--- config.mk ---
export PLATFORM = sky130hd
export DESIGN_NAME = aes_engine_scheduler
export DESIGN_NICKNAME = d
export VERILOG_FILES = /design/src/rtl/aes_engine_scheduler.sv
export SDC_FILE = /design/constraint.sdc
export NUM_CORES = 1
export LEC_CHECK = 0
export BUFFER_PORTS_ARGS = -buffer_cell sky130_fd_sc_hd__buf_2
export CORE_AREA = 2 2 255 257
export CTS_CLUSTER_SIZE = 28
export DETAILED_ROUTE_END_ITERATION = 8
export DIE_AREA = 0 0 257 259
export MAX_ROUTING_LAYER = met4
export REMOVE_ABC_BUFFERS = 1
export SYNTH_ARGS = -nofsm -noshare
export SYNTH_HDL_FRONTEND = slang
export SYNTH_SLANG_ARGS = --single-unit
--- constraint.sdc ---
create_clock -name clks -period 4.5 [get_ports clks]
set_input_delay 0.225 -clock clks [delete_from_list [all_inputs] [get_ports clks]]
set_output_delay 0.225 -clock clks [all_outputs]
set_load 0.02 [all_outputs]
--- src/rtl/aes_engine_scheduler.sv ---
// Round-robin scheduler sharing one round-iterative AES engine between an
// encrypt requester and a decrypt requester, with a completion watchdog.
module aes_engine_scheduler #(
    parameter int Nk      = 4,
    parameter int Nr      = Nk + 6,
    parameter int TIMEOUT = Nr + 4
) (
    input  logic         clks,
    input  logic         reset,
    input  logic         enc_req_valid,
    input  logic         dec_req_valid,
    output logic         enc_req_ready,
    output logic         dec_req_ready,
    input  logic [0:127] enc_req_data,
    input  logic [0:127] dec_req_data,
    output logic         enc_rsp_valid,
    output logic         dec_rsp_valid,
    input  logic         enc_rsp_ready,
    input  logic         dec_rsp_ready,
    output logic [0:127] rsp_data,
    output logic         rsp_err,
    output logic         eng_start,
    output logic         eng_mode,
    output logic [0:127] eng_text,
    input  logic         eng_done,
    input  logic [0:127] eng_result,
    output logic         busy
);

    localparam int CW = $clog2(TIMEOUT + 1);
    localparam logic [CW-1:0] WD_LAST = CW'(TIMEOUT - 1);
    localparam logic [CW-1:0] WD_MAX  = CW'(TIMEOUT);
    localparam logic [CW-1:0] WD_ONE  = CW'(1);

    typedef enum logic [1:0] {
        IDLE  = 2'd0,
        ISSUE = 2'd1,
        WAIT  = 2'd2,
        RESP  = 2'd3
    } state_t;

    state_t          state_r;
    logic [CW-1:0]   wd_cnt_r;
    logic            last_dec_r;
    logic            enc_rsp_valid_r;
    logic            dec_rsp_valid_r;
    logic [0:127]    rsp_data_r;
    logic            rsp_err_r;
    logic            eng_start_r;
    logic            eng_mode_r;
    logic [0:127]    eng_text_r;
    logic            busy_r;

    logic            grant_enc_s;
    logic            grant_dec_s;
    logic            req_fire_s;
    logic            rsp_take_s;
    logic            wd_expire_s;

    // Arbitration, request handshake and response acceptance
    always_comb begin
        // On a tie the requester that was not served last wins
        grant_dec_s = dec_req_valid & (~enc_req_valid | ~last_dec_r);
        grant_enc_s = enc_req_valid & ~grant_dec_s;
        if (reset && (state_r == IDLE)) begin
            enc_req_ready = grant_enc_s;
            dec_req_ready = grant_dec_s;
        end else begin
            enc_req_ready = 1'b0;
            dec_req_ready = 1'b0;
        end
        req_fire_s = enc_req_ready | dec_req_ready;
        if (eng_mode_r) begin
            rsp_take_s = dec_rsp_ready;
        end else begin
            rsp_take_s = enc_rsp_ready;
        end
        wd_expire_s = (wd_cnt_r == WD_LAST);
    end

    // Scheduler FSM with registered engine and response outputs
    always_ff @(posedge clks) begin
        if (!reset) begin
            state_r         <= IDLE;
            wd_cnt_r        <= '0;
            last_dec_r      <= 1'b1;
            enc_rsp_valid_r <= 1'b0;
            dec_rsp_valid_r <= 1'b0;
            rsp_data_r      <= 128'd0;
            rsp_err_r       <= 1'b0;
            eng_start_r     <= 1'b0;
            eng_mode_r      <= 1'b0;
            eng_text_r      <= 128'd0;
            busy_r          <= 1'b0;
        end else begin
            case (state_r)
                IDLE: begin
                    if (req_fire_s) begin
                        eng_text_r  <= grant_dec_s ? dec_req_data : enc_req_data;
                        eng_mode_r  <= grant_dec_s;
                        eng_start_r <= 1'b1;
                        busy_r      <= 1'b1;
                        state_r     <= ISSUE;
                    end else begin
                        state_r <= IDLE;
                    end
                end
                ISSUE: begin
                    eng_start_r <= 1'b0;
                    wd_cnt_r    <= '0;
                    state_r     <= WAIT;
                end
                WAIT: begin
                    if (wd_cnt_r != WD_MAX) begin
                        wd_cnt_r <= wd_cnt_r + WD_ONE;
                    end
                    // A done arriving on the expiry cycle still delivers good data
                    if (eng_done) begin
                        rsp_data_r      <= eng_result;
                        rsp_err_r       <= 1'b0;
                        enc_rsp_valid_r <= ~eng_mode_r;
                        dec_rsp_valid_r <= eng_mode_r;
                        state_r         <= RESP;
                    end else if (wd_expire_s) begin
                        rsp_data_r      <= 128'd0;
                        rsp_err_r       <= 1'b1;
                        enc_rsp_valid_r <= ~eng_mode_r;
                        dec_rsp_valid_r <= eng_mode_r;
                        state_r         <= RESP;
                    end else begin
                        state_r <= WAIT;
                    end
                end
                RESP: begin
                    if (rsp_take_s) begin
                        enc_rsp_valid_r <= 1'b0;
                        dec_rsp_valid_r <= 1'b0;
                        last_dec_r      <= eng_mode_r;
                        busy_r          <= 1'b0;
                        state_r         <= IDLE;
                    end else begin
                        state_r <= RESP;
                    end
                end
                default: begin
                    enc_rsp_valid_r <= 1'b0;
                    dec_rsp_valid_r <= 1'b0;
                    eng_start_r     <= 1'b0;
                    busy_r          <= 1'b0;
                    state_r         <= IDLE;
                end
            endcase
        end
    end

    assign enc_rsp_valid = enc_rsp_valid_r;
    assign dec_rsp_valid = dec_rsp_valid_r;
    assign rsp_data      = rsp_data_r;
    assign rsp_err       = rsp_err_r;
    assign eng_start     = eng_start_r;
    assign eng_mode      = eng_mode_r;
    assign eng_text      = eng_text_r;
    assign busy          = busy_r;

endmodule

-- Yosys cells after proc, flatten, opt, wreduce, memory -nomap -nowiden
Index checks and enable logic that the tools add are counted.
- flip-flop bits (word level): 269
- input bits: 391
- add/subtract/negate cells: 1
- equality and inequality tests: 9
- mux-type cells: 25
- bitwise logic cells: 8
- reductions and logical operators: 14
- operator list (cell ; count):
    $mux 128 ; 3
    $mux 1 ; 14
    $reduce_and 2->1 ; 5
    $reduce_bool 2->1 ; 5
    $pmux 1 s2 ; 4
    $pmux 2 s4 ; 1
    $pmux 4 s2 ; 1
    $ne 2x2->1 const B ; 3
    $reduce_and 3->1 ; 2
    $add 4x1->4 const B ; 1
    $eq 2x2->1 const B ; 2
    $eq 4x4->1 const B ; 1
    $mux 4 ; 1
    $ne 4x4->1 const B ; 1
    $not 1->1 ; 4
    $ne 3x3->1 const B ; 1
    $and 1x1->1 ; 2
    $eq 2x1->1 const B ; 1
    $logic_not 2->1 ; 1
    $mux 2 ; 1
    $or 1x1->1 ; 2
    $logic_and 1x1->1 ; 1

-- Longest topological paths before layout
Gate-level depths: netlist of the first run.
- depth after elaboration: 9
- gate-level depth with buffers: 7

-- Least setup slack after synthesis of the first run
Ideal clock, no wire load.
- path type: flip-flop to output port
- from: register last_dec_r
- to: output port enc_req_ready
- arrival: 1.382 ns
- data required time: 4.275 ns
- slack: 2.893 ns
- cell stages (with the launch flop): 4
- path buffers: 1
- cells stage by stage: dfxtp_1 a21boi_2 clkbuf_1 nor4b_1
- cells in the longest elaborated chain, start to end: 6
- RTL lines (element ; RTL line ; RTL):
    start, declared ; 44 ; logic last_dec_r;
    start signal, assigned ; 138 ; last_dec_r <= eng_mode_r;
    $not 1->1 ; 63 ; grant_dec_s = dec_req_valid & (~enc_req_valid | ~last_dec_r);
    $or 1x1->1 ; 63 ;
    $and 1x1->1 ; 63 ;
    $not 1->1 ; 64 ; grant_enc_s = enc_req_valid & ~grant_dec_s;
    $and 1x1->1 ; 64 ;
    $mux 1 ; 65 ; if (reset && (state_r == IDLE)) begin
    end, declared ; 12 ; output logic enc_req_ready,
Every way passes these cells.

-- Final worst setup path of the first run
- from: register state_r[0]
- to: register eng_text_r, in the netlist eng_text[120]
- cells in the longest elaborated chain, start to end: 5
- elaborated cells on any way between the ends: 6
- classes of those cells: mux: 2; bitwise: 1; reduce/logical: 3
- RTL lines (element ; RTL line ; RTL):
    start, declared ; 42 ; state_t state_r;
    start signal, assigned ; 84 ; state_r <= IDLE;
    start signal, assigned ; 103 ; state_r <= ISSUE;
    start signal, assigned ; 105 ; state_r <= IDLE;
    $logic_not 2->1 (*) ; 65, 96 ;
    $logic_and 1x1->1 ; 65 ;
    $mux 1 ; 65 ;
    $or 1x1->1 ; 72 ; req_fire_s = enc_req_ready | dec_req_ready;
    $reduce_and 2->1 (no source line) (*) ; -- ;
    end signal, assigned ; 99 ; eng_text_r <= grant_dec_s ? dec_req_data : enc_req_data;
    end, declared ; 51 ; logic [0:127] eng_text_r;
Every way passes the cells marked *; elsewhere a longest branch is shown, timed or not.
A chain may end at the register's enable or synchronous reset.

==> impl_results.md, run 1 <==
* Vias in the first global route at 12991
* Post-route core utilization at 31.0%
* RSZ-0062 raised after global routing: false
* Combinational group share of total power at 25.6%
* Worst vdd ir at 0.000222 V
* Slew Viols, Final at 0
* Worst-Margin Slew at 935 ps
* Synthesized flop and latch total at 269
* Synthesized area at 0.0109 sq mm
* Largest net degree at the start of global routing at 131
* Initial DRC count at 685
* Placed Area at 0.0149 sq mm
* Synth cell types at 43
* Wirelength per Cell at 20.4 um
* Initial antenna violation count at 6
* Clk Latency, worst-skew pair at 540 ps
* Routed via count at 12623
* Root buf cell: clkbuf_16
* Status: complete, no violations
* Slowest CP cell: and2_4
* Type of the worst setup path: flip-flop to flip-flop
* Final hold vios at 0
* Power density over the cells at 375 mW/mm^2
* Final net count at 2449
* Non-Filler Cell Area, Final at 0.0198 sq mm
* Hold Path Origin: enc_req_data[70]
* Placer's final routability congestion estimate at 0.820
* Area grow syn2layout at 82.0%
* GRT Total Usage at 17.6%
* First-pass GRT wire length at 85300 um
* GR Overflow Total at 0
* CTS H-tree lvls at 2
* Post-synthesis sequential area ratio at 49.5%
* Internal at 5110 uW
* Net Sw Power at 2320 uW
* Syn Area/Cell at 10.0 sq um
* Post-route DRC at 0
* Fillers at 6556
* CTS tree: done
* Switching portion of total power at 31.2%
* Clock power frac at 38.2%
* Layout cells sized above 1 at 40.0%
* Maximum clock path buffer count at 3
* ANT nets after route at 0
* FMAX at 340 MHz
* Crit path launch type: flip-flop
* Worst-path clk slew at 60 ps
* Post-CTS resize count at 0
* Critical Path RT at 4910 ps
* Synth Flop Type: dfxtp_1
* Vias per inst at 4.30
* Layout Skew at 20.5 ps
* Crit path DAT at 3350 ps
* DP HPWL at 42300 um
* Reg2reg start: state_r[0]
* Crit-path max FO at 57
* Initial DRT Pass Iterations at 5
* Die Y at 259 um
* Die W at 257 um
* Crit-path max cell delay at 740 ps
* Core area at 0.0639 sq mm
* Mapped Cells at 1089
* FF-to-FF End: eng_text[120]
* Post-layout minimum cycle time at 2940 ps
* Design Power at 7430 uW
* Port bufs at 654
* Final WL at 59900 um
* Sequential share of power at 36.3%
* Full die area at 0.0666 sq mm
* Asr flop ratio synth at 0%
* Most frequent cells in the layout: 654 x buf_2, 379 x dlygate4sd3_1, 269 x dfxtp_1
* Leak pwr at 0.00908 uW
* Ports at 655
* Synth warn at 0
* Setup TNS at 0 ps
* Commonest non-fill, non-tap cell in the layout: buf_2
* Final hold slack at 36.6 ps
* Starting Density at 17.0%
* Hold depth at 3
* Clk sinks at 269
* Capturing element type of the critical path: flip-flop
* Period utilization at 65.4%
* Slew margin rel. at 37.7%
* Post-synth EDFFs at 0
* Hold Path End: eng_text[70]
* Worst Hold Class: input port to flip-flop
* Max Cap Viol at 0
* Reg2reg path depth at 5
* Cells along the critical path: nor2_8 -> and2_4 -> buf_12 -> a311oi_1 -> dlygate4sd3_1
* Std cell rows at 93
* Final Setup Violations at 0
* Flop-to-flop setup slack at 1560 ps
* TritonCTS Buffers at 34
## area by class of cell
class                   count  area (sq um)  area share (%)
diodes                      4          10.0          0.0505
clock buffers              48           985            4.97
clock inverters            12           163           0.821
inverters                   3          16.3          0.0821
multi-input cells         699          4930            24.9
flip-flops and latches    269          5390            27.2
well taps                 855          1070            5.40
repair buffers           1048          7250            36.6
## kinds of logic after synthesis
logic type               after synthesis  share of synthesized area [%]
AO/OA/AOI/OAI                        407                           33.8
buffers and inverters                121                           5.64
adder cells (fa/ha/maj)                3                          0.345
multiplexers                           3                          0.287
AND/OR/NAND/NOR                      286                           10.5
flip-flops                           269                           49.5
## timing repair
| action | CTS | global route |
|---|---|---|
| endpoints found under the hold margin | 258 | 1 |
| hold buffers | 378 | 1 |
| setup buffers | 0 | 0 |
## sequential cells by signal, indices dropped and copies added (netlist names)
register	flops
eng_text	128
rsp_data	128
wd_cnt_r	4
state_r	2
busy	1
dec_rsp_valid	1
enc_rsp_valid	1
eng_mode	1
eng_start	1
last_dec_r	1
rsp_err	1
## how the worst max path moves through the flow
stage                     startpoint            end  slack [ps]  cells past startpoint
after floorplan                reset    rsp_data[0]       -2120                      3
after global placement         reset   eng_text[63]        1850                      5
after detailed placement       reset   eng_text[28]        1800                      5
after CTS                 state_r[0]  eng_text[101]        1620                      5
after global routing      state_r[0]  eng_text[120]        1440                      5
final                     state_r[0]  eng_text[120]        1560                      5
## layer usage
layer	track usage, %	routed length (um)
met5	-	0
met4	4.59	1490
met1	18.8	22900
met2	32.4	31500
met3	4.32	4040
## worst max-delay path: cells and delay by family, from the launching register on
kind / cells / cell delay, ps
buffers and inverters: 2 / 990
AND/OR/NAND/NOR: 2 / 1120
AO/OA/AOI/OAI: 1 / 170
flip-flops: 1 / 430
## cell usage after synthesis, drive strengths merged (2+ instances only)
cell type	instances	area share, %
clkbuf	61	2.1
mux2i	2	0.18
a31o	2	0.16
dfxtp	269	49
inv	3	0.10
nand2	261	9.0
o211ai	3	0.21
a21oi	133	6.1
a31oi	2	0.11
a41o	2	0.18
a21bo	2	0.18
o21ai	2	0.092
a311oi	128	16
ha	3	0.34
nand2b	3	0.17
or3	3	0.17
nand3	3	0.14
nor2	5	0.32
a22o	128	10
buf	57	3.4
## stage by stage
stage               setup WS, ps  std cells
floorplan                  -2120        971
detailed placement          1800       2495
global route                1440       2938
finish                      1560       2938
global placement            1850       2495
CTS                         1620       2933
## power by group through the flow
stage	registers (uW)	logic, uW	clock network [uW]
3_3_place_gp	2740	1540	0
4_1_cts	2690	1910	2940
6_report	2700	1900	2840
5_1_grt	2720	2030	3040
3_5_place_dp	2740	1550	0
2_1_floorplan	2970	619	0
(Power assumes the default switching activity.)
==> inputs of run 2 (changes only) <==
--- a/config.mk
+++ b/config.mk
@@ -6,10 +6,10 @@
 export NUM_CORES = 1
 export LEC_CHECK = 0
 export BUFFER_PORTS_ARGS = -buffer_cell sky130_fd_sc_hd__buf_2
-export CORE_AREA = 2 2 255 257
+export CORE_AREA = 2 2 256 258
 export CTS_CLUSTER_SIZE = 28
 export DETAILED_ROUTE_END_ITERATION = 8
-export DIE_AREA = 0 0 257 259
+export DIE_AREA = 0 0 258 260
 export MAX_ROUTING_LAYER = met4
 export REMOVE_ABC_BUFFERS = 1
 export SYNTH_ARGS = -nofsm -noshare
==> constraint.sdc (replaced) <==
create_clock -name clks -period 2.76 [get_ports clks]
set_input_delay 0.138 -clock clks [delete_from_list [all_inputs] [get_ports clks]]
set_output_delay 0.138 -clock clks [all_outputs]
set_load 0.02 [all_outputs]
==> run 2 against run 1 <==
Effect of this change:
- final area is 0.93% higher
- critical path type is now input port to flip-flop
- largest power group is now registers
- critical endpoint is now eng_text[16]
- first-iteration DRC count is 1.3% lower
- non-clock buffer count is 26 higher
==> impl_results.md, run 2 (same netlist as run 1, synthesis figures left out) <==
* Status: complete, no violations
* Initial antenna violation count at 6 (unchanged)
* Die W at 258 um (+0.39%)
* Multi-input gate area at 0.00493 sq mm (unchanged)
* Die Y at 260 um (+0.39%)
* RSZ-0062 raised after global routing: false
* CTS H-tree lvls at 1 (-1)
* Initial DRT Pass Iterations at 5 (unchanged)
* Crit path DAT at 2950 ps (-400 ps)
* Layout cells sized above 1 at 40.3% (+0.27 points)
* Crit path launch type: input port
* CTS tree: done
* Final hold slack at 162 ps (+126 ps)
* Post-route DRC at 0 (unchanged)
* Area grow syn2layout at 83.6%
* Largest net degree at the start of global routing at 129 (-1.5%)
* Wirelength per Cell at 19.1 um (-6.1%)
* First-pass GRT wire length at 82000 um (-3.9%)
* Ports at 655 (unchanged)
* Clk Latency, worst-skew pair at 580 ps (+40 ps)
* Crit-path max FO at 81 (+42%)
* Capturing element type of the critical path: flip-flop
* Hold_buf cts at 389 (+2.9%)
* TritonCTS Buffers at 31 (-8.8%)
* Routed via count at 12907 (+2.2%)
* Placed Area at 0.0150 sq mm (+1.1%)
* Slew margin rel. at 55.1% (+17 points)
* Final WL at 56600 um (-5.4%)
* ANT nets after route at 0 (unchanged)
* Max Cap Viol at 0 (unchanged)
* Vias in the first global route at 13378 (+3.0%)
* Starting Density at 17.0% (-0.062 points)
* Power density over the cells at 595 mW/mm^2 (+59%)
* Non-Filler Cell Area, Final at 0.0200 sq mm (+0.93%)
* Final hold vios at 0 (unchanged)
* Layout Skew at 14.5 ps (-6.00 ps)
* Placer's final routability congestion estimate at 0.914 (+11%)
* FF/Latch Area at 0.00539 sq mm (unchanged)
* Critical Path RT at 3210 ps (-1700 ps)
* Worst-path clk slew at 60 ps (about the same)
* Core area at 0.0641 sq mm (+0.36%)
* Maximum clock path buffer count at 3 (unchanged)
* Worst Hold Class: input port to flip-flop
* DP HPWL at 39200 um (-7.2%)
* Most frequent cells in the layout: 654 x buf_2, 389 x dlygate4sd3_1, 269 x dfxtp_1
* Slew Viols, Final at 0 (unchanged)
* Design Power at 11900 uW (+60%)
* Worst-Margin Slew at 674 ps (-261 ps)
* Port bufs at 654 (unchanged)
* Root buf cell: clkbuf_16
* Leak pwr at 0.00921 uW (+1.4%)
* Initial DRC count at 676 (-1.3%)
* Setup TNS at 0 ps (unchanged)
* Setup bufs post-CTS at 0 (unchanged)
* Final net count at 2472 (+0.94%)
* GR Overflow Total at 0 (unchanged)
* Vias per inst at 4.36 (+1.5%)
* FMAX at 400 MHz
* Type of the worst setup path: input port to flip-flop
* Std cell rows at 93 (unchanged)
* Period utilization at 90.6%
* Final Setup Violations at 0 (unchanged)
* Clk sinks at 269 (unchanged)
* Full die area at 0.0671 sq mm (+0.78%)
* Fillers at 6604 (+0.73%)
* Post-CTS resize count at 0 (unchanged)
* Commonest non-fill, non-tap cell in the layout: buf_2
* Post-layout minimum cycle time at 2500 ps
* GRT Total Usage at 16.3% (-1.4 points)
* Worst vdd ir at 0.000544 V (+140%)
==> run 2: cell count changes in the layout (fill, tap and decap cells not counted), sizes merged <==
cell         change
buf             +16
dlygate4sd3     +10
clkbuf           -5
clkinvlp         -2
diode            +2
inv              +2
bufinv           +1
clkinv           -1
==> run 2: final cells by class <==
class | instances | share of cell area, %
Antenna cell | 6 | 0.0751
Clock buffer | 43 | 4.50
Clock inverter | 12 | 0.838
Inverter | 3 | 0.0813
Multi-Input combinational cell | 699 | 24.7
Sequential cell | 269 | 26.9
Tap cell | 855 | 5.35
Timing Repair Buffer | 1074 | 37.6
==> run 2: path summary, 6_finish.rpt <==
path	depth (start not counted)	start	end	slack (ps)
worst min register to register	1	rsp_data[76]	rsp_data[76]	470
worst min-delay path	4	enc_rsp_ready	state_r[1]	160
worst max register to register	5	last_dec_r	eng_text[106]	390
worst max-delay path	7	reset	eng_text[16]	260
==> run 2: report_power, final <==
part           internal [uW]  switching, uW
registers               4210            200
logic                   1390           1720
clock network           2630           1750
==> run 2: worst max-delay path, cell delays in order <==
cell and delay, ps:
dlygate4sd3_1 550, buf_2 300, o21a_4 410, and2_4 240
buf_12 350, a311oi_2 190, dlygate4sd3_1 620
==> run 2: per-layer routing <==
metal | up-vias | wire (um) | global-route usage [%]
li1 | 6026 | - | -
met1 | 6114 | 21900 | 18.1
met2 | 650 | 27700 | 27.9
met3 | 117 | 3950 | 3.00
met4 | 0 | 3090 | 8.35
met5 | - | 0 | -
==> run 2: metrics by stage <==
step                utilization [%]  worst slack, ps  std cells
floorplan                         -            -3770        971
global placement               23.4              860       2511
detailed placement             23.4              839       2511
CTS                            31.2              368       2955
global route                   31.2              218       2960
finish                         31.2              259       2961
